File: src/rtl/rshp_pkg.sv
// Shared types and default sizing for the FIFO-to-beat packer.
package rshp_pkg;

    localparam int unsigned DEF_DW = 8;
    localparam int unsigned DEF_PK = 4;

    typedef enum logic [1:0] {
        RUN,
        DRAIN,
        EMIT,
        DONE
    } state_t;

endpackage

File: src/rtl/rshp_packer.sv
// Packs PK consecutive upstream FIFO words into one wide output beat, with a flush
// sequence that emits any partially filled beat with a lane-valid mask.
module rshp_packer
    import rshp_pkg::*;
#(
    parameter int unsigned DW = DEF_DW,
    parameter int unsigned PK = DEF_PK
) (
    input  logic             clk,
    input  logic             reset,
    input  logic             ffrempty,
    output logic             ffrreq,
    input  logic [DW-1:0]    ffrdata,
    input  logic             ffrvld,
    input  logic             flush,
    output logic [PK*DW-1:0] odata,
    output logic [PK-1:0]    okeep,
    output logic             ovld,
    input  logic             ordy,
    output logic             flush_done
);

    localparam int unsigned CW = $clog2(PK) + 1;
    localparam logic [CW-1:0] FULL = CW'(PK);
    localparam logic [CW:0] FULL_OCC = (CW + 1)'(PK);

    state_t           state;
    logic [CW-1:0]    cnt;
    logic             inflight;
    logic [PK*DW-1:0] lanes;

    logic             oready;
    logic [CW:0]      occ;
    logic [CW-1:0]    cnt_wr;
    logic [PK*DW-1:0] lanes_wr;
    logic [PK-1:0]    part_keep;

    assign oready = ~ovld | ordy;
    assign occ    = {1'b0, cnt} + {{CW{1'b0}}, inflight};

    // A request at occ == PK is only safe when the in-flight word completes the
    // beat on an edge where the output register can take it.
    always_comb begin
        ffrreq = 1'b0;
        if (!reset && state == RUN && !ffrempty) begin
            if (occ < FULL_OCC) begin
                ffrreq = 1'b1;
            end else if (occ == FULL_OCC && inflight && oready) begin
                ffrreq = 1'b1;
            end
        end
    end

    always_comb begin
        lanes_wr = lanes;
        cnt_wr   = cnt;
        if (ffrvld && cnt < FULL) begin
            lanes_wr[cnt*DW +: DW] = ffrdata;
            cnt_wr                 = cnt + CW'(1);
        end
    end

    always_comb begin
        part_keep = '0;
        for (int i = 0; i < int'(PK); i++) begin
            part_keep[i] = (CW'(i) < cnt);
        end
    end

    // Lanes are cleared whenever a beat leaves, so lanes above cnt are always zero.
    always_ff @(posedge clk or posedge reset) begin
        if (reset) begin
            state      <= RUN;
            cnt        <= '0;
            inflight   <= 1'b0;
            lanes      <= '0;
            odata      <= '0;
            okeep      <= '0;
            ovld       <= 1'b0;
            flush_done <= 1'b0;
        end else begin
            inflight   <= ffrreq;
            flush_done <= 1'b0;
            cnt        <= cnt_wr;
            lanes      <= lanes_wr;

            if (ovld && ordy) begin
                ovld <= 1'b0;
            end

            // Covers both a beat completing this edge and one already held at cnt == PK.
            if (cnt_wr == FULL && oready) begin
                odata <= lanes_wr;
                okeep <= '1;
                ovld  <= 1'b1;
                cnt   <= '0;
                lanes <= '0;
            end

            case (state)
                RUN: begin
                    if (flush) begin
                        state <= DRAIN;
                    end
                end
                DRAIN: begin
                    if (!inflight && cnt != FULL) begin
                        if (cnt != '0) begin
                            state <= EMIT;
                        end else begin
                            state      <= DONE;
                            flush_done <= 1'b1;
                        end
                    end
                end
                EMIT: begin
                    if (oready) begin
                        odata      <= lanes;
                        okeep      <= part_keep;
                        ovld       <= 1'b1;
                        cnt        <= '0;
                        lanes      <= '0;
                        state      <= DONE;
                        flush_done <= 1'b1;
                    end
                end
                DONE: begin
                    state <= RUN;
                end
                default: begin
                    state <= RUN;
                end
            endcase
        end
    end

endmodule

File: config.mk
export PLATFORM = sky130hd
export DESIGN_NAME = rshp_packer
export DESIGN_NICKNAME = d
export VERILOG_FILES = /design/src/rtl/rshp_pkg.sv /design/src/rtl/rshp_packer.sv
export SDC_FILE = /design/constraint.sdc
export NUM_CORES = 1
export LEC_CHECK = 0
export CAP_MARGIN = 20
export CORE_UTILIZATION = 35
export DETAILED_ROUTE_END_ITERATION = 10
export GPL_ROUTABILITY_DRIVEN = 0
export GPL_TIMING_DRIVEN = 0
export PLACE_DENSITY = 0.63
export SLEW_MARGIN = 20
export SYNTH_ARGS = -nofsm -noshare
export SYNTH_HDL_FRONTEND = slang
export SYNTH_SLANG_ARGS = --single-unit
File: constraint.sdc
create_clock -name clk -period 4.5 [get_ports clk]
set_clock_uncertainty 0.2 [all_clocks]
set_input_delay 0.9 -clock clk [delete_from_list [all_inputs] [get_ports clk]]
set_output_delay 0.9 -clock clk [all_outputs]
set_load 0.02 [all_outputs]
# [Word level (Yosys, flattened, before mapping)]
# Cells that the tools add are included.
# Widths: inputs -> output; s select.
[totals] elab_cells=75 out_inout_bits=39 regBits=76 in_bits=14
[op_classes] bitwise=2 n_mux=31 eq_ne=9 add_sub_neg=3 order_cmp=6 shift=2 n_reduce_logical=14
[ops] operator="$mux 32" count=7
[ops] operator="$neg 6->34" count=1
[ops] operator="$shift 8x34->32 const A" count=1
[ops] operator="$shiftx 8x34->32" count=1
[ops] operator="$bwmux 32" count=1
[ops] operator="$mux 3" count=4
[ops] operator="$mux 4" count=3
[ops] operator="$mux 1" count=11
[ops] operator="$logic_and 1x1->1" count=8
[ops] operator="$pmux 2 s4" count=1
[ops] operator="$lt 1x3->1 const A" count=2
[ops] operator="$lt 2x3->1 const A" count=2
[ops] operator="$mux 2" count=3
[ops] operator="$ne 2x2->1 const B" count=3
[ops] operator="$add 3x1->4" count=1
[ops] operator="$eq 2x2->1 const B" count=2
[ops] operator="$eq 4x3->1 const B" count=1
[ops] operator="$lt 4x3->1 const B" count=1
[ops] operator="$add 3x1->3 const B" count=1
[ops] operator="$eq 3x3->1 const B" count=1
[ops] operator="$logic_not 1->1" count=3
[ops] operator="$lt 3x3->1 const B" count=1
[ops] operator="$ne 3x3->1 const B" count=1
[ops] operator="$reduce_and 3->1" count=1
[ops] operator="6 further kinds" count=6

# [Longest topological paths before layout]
# Gate-level depths: netlist of the first run.
[logic_depth] depth_word=8 ltp_mapped=9 mapped_depth_nobuf=7

# [Worst setup path after synthesis of the first run]
# OpenSTA, ideal clock, no wires.
[synth_timing] path_type="in2out" from="input port ordy" to="output port ffrreq" stages=4 required_ns=3.400 slack_ns=1.816 t_arrival_ns=1.584 n_path_buf=0 cell_sequence="nand2b_1 > a31oi_1 > o22ai_1 > and3_1"
[synth_between] elab_chain_len=5
[synth_rtl] element="start: declaration" line="rshp_packer.sv:19" rtl="input logic ordy,"
[synth_rtl] element="$or 1x1->1" line="rshp_packer.sv:38" rtl="assign oready = ~ovld | ordy;"
[synth_rtl] element="$logic_and 1x1->1" line="rshp_packer.sv:48" rtl="end else if (occ == FULL_OCC && inflight && oready) begin"
[synth_rtl] element="$mux 1" line="rshp_packer.sv:48"
[synth_rtl] element="$mux 1" line="rshp_packer.sv:46" rtl="if (occ < FULL_OCC) begin"
[synth_rtl] element="$mux 1" line="rshp_packer.sv:45" rtl="if (!reset && state == RUN && !ffrempty) begin"
[synth_rtl] element="end: declaration" line="rshp_packer.sv:12" rtl="output logic ffrreq,"
# Every way passes these cells.

# [Final worst setup path of the first run]
# Same ends and word-level chain as after synthesis.

==> summary.md, run 1 <==
| Metric | Value |
|---|---|
| Clock Root Buffer | clkbuf_8 |
| Final Max Tran Viols | 0 |
| Die Area | 11,100 um2 |
| Worst skew pair latency | 0.36 ns |
| Worst hold margin | 0.293 ns |
| Area post-placement | roughly 4500 um2 |
| Cell area after synthesis | 3740 um2 |
| Leak | 2.18 nW |
| Post-CTS sizing | 0 |
| Final Cell Area | 4650 um2 |
| Critical Path RT | 3.40 ns |
| Synth warnings | 0 |
| Crit. End Element | primary output |
| I/O Pins | 53 |
| Number of port buffers | 52 |
| Average size of a mapped cell | 10.6 um2 |
| Crit-path max FO | 6 |
| Die H | about 110 um |
| Crit-path most repeated cell | clkdlybuf4s50_1 |
| Layout Nets | 444 |
| Post-DP HPWL | 6360 um |
| Global-route wire length before repair | 15,000 um |
| Cell family with most CP delay | buffers and inverters |
| Die span in x | about 110 um |
| Net Count, Synth | 380 |
| Register area share after synthesis | 50.9% |
| Setup violations, final | 0 |
| Number of distinct library cells after synthesis | 45 |
| Largest net degree at the start of global routing | 47 |
| Max Cap Viol | 0 |
| Fraction of layout instances using a drive strength above 1 | a little over an eighth |
| H-tree levels | 3 |
| Setup bufs post-CTS | 0 |
| GRT overflow | 0 |
| Num rows | 37 |
| EDFF count, synth | 0 |
| Routed len/inst | 16.2 um |
| Hold Vio Cnt, Final | 0 |
| CTS tree | done |
| Crit start category | primary input |
| Number of global-route vias before repair | about 2,900 |
| DR pass1 iterations | 4 |
| DRC Markers | 0 |
| Final min period | 3.81 ns |
| Worst VDD drop | 253 uV |
| Crit path largest cell delay | just over 0.6 ns |
| Outcome | completed |
| Primary flip-flop cell chosen by synthesis mapping | dfrtp_1 |
| Number of buffers and inverters on the critical path | 2 |
| Period utilisation layout | between 80% and 90% |
| Clk sinks | 76 |
| Layout area overhead | 24.5% |
| CTS Buffer Depth | 2 |
| GRT Overall Usage | 17.7% |
| Worst path arrival time | 2.71 ns |
| Worst-path clk slew | roughly 0.070 ns |
| Cell accounting for the most synthesized area | dfrtp_1 |
| Worst-Margin Slew | 0.590 ns |
| Slew headroom | between 60% and 70% |
| RSZ-0062 raised after global routing | false |
| Initial DRC Count | 113 |
| Vias/cell | 5.13 |
| Post-detailed-route count of antenna-violating nets | 0 |
| Vias | 2,869 |
| Peak Freq | 0.263 GHz |
| Core area | 10,300 um2 |
| P per Cell Area | 666 nW/um2 |
| Area share of the largest cell type after synthesis | 50.9% |
| CTS Buf Count | 9 |
| Hold Path Class | flip-flop to flip-flop |
| Hold buffer count at CTS | 0 |
| Largest cells by area after synthesis | dfrtp_1, nor2_1, a221oi_2 |
| Crit-path cells | clkdlybuf4s50_1 > nand2b_1 > a31oi_1 > o22ai_1 > and3_1 > clkdlybuf4s50_1 |
| Fill count | 976 |
| Initial core utilization | 36.2% |
| Cell count after synthesis | 354 |
| Antenna violations before repair | 0 |
| Register bit total from synthesis | 76 |
| Slowest-stage cell, CP | clkdlybuf4s50_1 |
| WS Path Type | primary input to primary output |
| Post-synth ARST share | 100% |
| ANT cells | 0 |
| Fin Setup TNS | 0 ns |
| Total wire length | 9070 um |
==> path summary, 6_finish.rpt <==
check	start	endpoint	slack, ns	cells past startpoint
max in group asynchronous	reset	lanes[11]$_DFF_PP0_	2.81	3
min in group asynchronous	reset	inflight$_DFF_PP0_	0.72	2
setup / recovery	ordy	ffrreq	0.69	6
hold / removal	lanes[8]$_DFF_PP0_	odata[8]$_DFF_PP0_	0.29	2
setup reg to reg	cnt[1]$_DFF_PP0_	flip-flop	1.62	8
hold reg to reg	lanes[8]$_DFF_PP0_	odata[8]$_DFF_PP0_	0.29	2
==> through the flow <==
stage | utilization, % | power, mW | cells | worst slack (ns)
6_report | 45.0 | 3.10 | 559 | 0.691
5_1_grt | 45.0 | 3.32 | 559 | 0.598
4_1_cts | 45.0 | 3.12 | 559 | 0.685
3_5_place_dp | 43.2 | 2.60 | 543 | 0.696
3_3_place_gp | 42.9 | 2.56 | 542 | 0.113
2_1_floorplan | - | 2.06 | 354 | 1.46
==> cells in the mapped netlist, types with 3 or more instances <==
| cell type | n |
|---|---|
| clkbuf_1 | 4 |
| o221ai_1 | 7 |
| o221ai_2 | 10 |
| a22oi_1 | 6 |
| nand2_1 | 25 |
| ha_1 | 12 |
| a21oi_1 | 24 |
| a221oi_2 | 10 |
| nor2_1 | 53 |
| and3_1 | 18 |
| inv_1 | 39 |
| buf_4 | 5 |
| a2bb2oi_1 | 5 |
| nor3b_1 | 3 |
| o22ai_1 | 3 |
| buf_2 | 5 |
| dfrtp_1 | 76 |
| nand3_1 | 5 |
| mux2i_1 | 8 |
| a221oi_1 | 3 |
| a31oi_1 | 4 |
==> cell type report <==
type                    count  area (um2)  area share [%]
clock buffers              12         145            3.12
clock inverters             4        48.8            1.05
well taps                 136         170            3.66
multi-input cells         223        1590            34.1
flip-flops and latches     76        1900            40.9
repair buffers             53         548            11.8
inverters                  39         149            3.20
plain buffers              16         100            2.15
==> report_power, final <==
part | leakage [nW] | total, mW | internal (mW) | switching, mW
combinational | 1.08 | 1.57 | 0.656 | 0.916
clock | 0.100 | 0.524 | 0.271 | 0.253
sequential | 1.00 | 1.00 | 0.884 | 0.118
==> tightest hold or removal path, cell delays in order (launching register included) <==
cell and delay [ns]:
dfrtp_1 0.35, nand2_1 0.05, o221ai_1 0.06
==> cell families (layout without fill, tap and decap cells) <==
kind of cell,Yosys count,count (layout),synth area share [%]
flops,76,76,50.9
simple gates,120,120,16.2
buf+inv,55,124,6.60
xor+xnor,1,1,0.234
compound gates,82,82,19.9
fa+ha+maj,12,12,4.02
mux,8,8,2.14
==> metal layers <==
layer / track usage, % / vias to the layer above / wire length, um
met5: 0 / - / 0
met4: 7.34 / 0 / 177
met3: 2.84 / 14 / 403
met2: 29.4 / 76 / 4370
met1: 23.0 / 1405 / 4120
li1: - / 1374 / -
==> layout by cell type, fill, tap and decap left out, types with 7 or more instances in the layout <==
cell / Yosys / routed
clkdlybuf4s50_1: 0 / 52
o221ai_2: 10 / 10
o221ai_1: 7 / 7
inv_1: 39 / 38
clkbuf_8: 0 / 10
ha_1: 12 / 12
nor2_1: 53 / 53
nand2_1: 25 / 25
dfrtp_1: 76 / 76
and3_1: 18 / 18
a221oi_2: 10 / 10
a21oi_1: 24 / 24
mux2i_1: 8 / 8
No activity file was read; power rests on OpenSTA's default activity.
==> inputs of run 2 (changes only) <==
==> constraint.sdc (replaced) <==
create_clock -name clk -period 4 [get_ports clk]
set_clock_uncertainty 0.2 [all_clocks]
set_input_delay 0.8 -clock clk [delete_from_list [all_inputs] [get_ports clk]]
set_output_delay 0.8 -clock clk [all_outputs]
set_load 0.02 [all_outputs]
==> results of run 2 <==
Same layout as run 1 (identical final DEF). Status: completed.
Main changes from that run: setup slack after placement 0.696 ns -> 0.396 ns; setup slack after layout 0.691 ns -> 0.391 ns; register-to-register setup slack 1.62 ns -> 1.12 ns; total power 3.10 mW -> 3.49 mW; worst IR drop on VDD 253 uV -> 284 uV
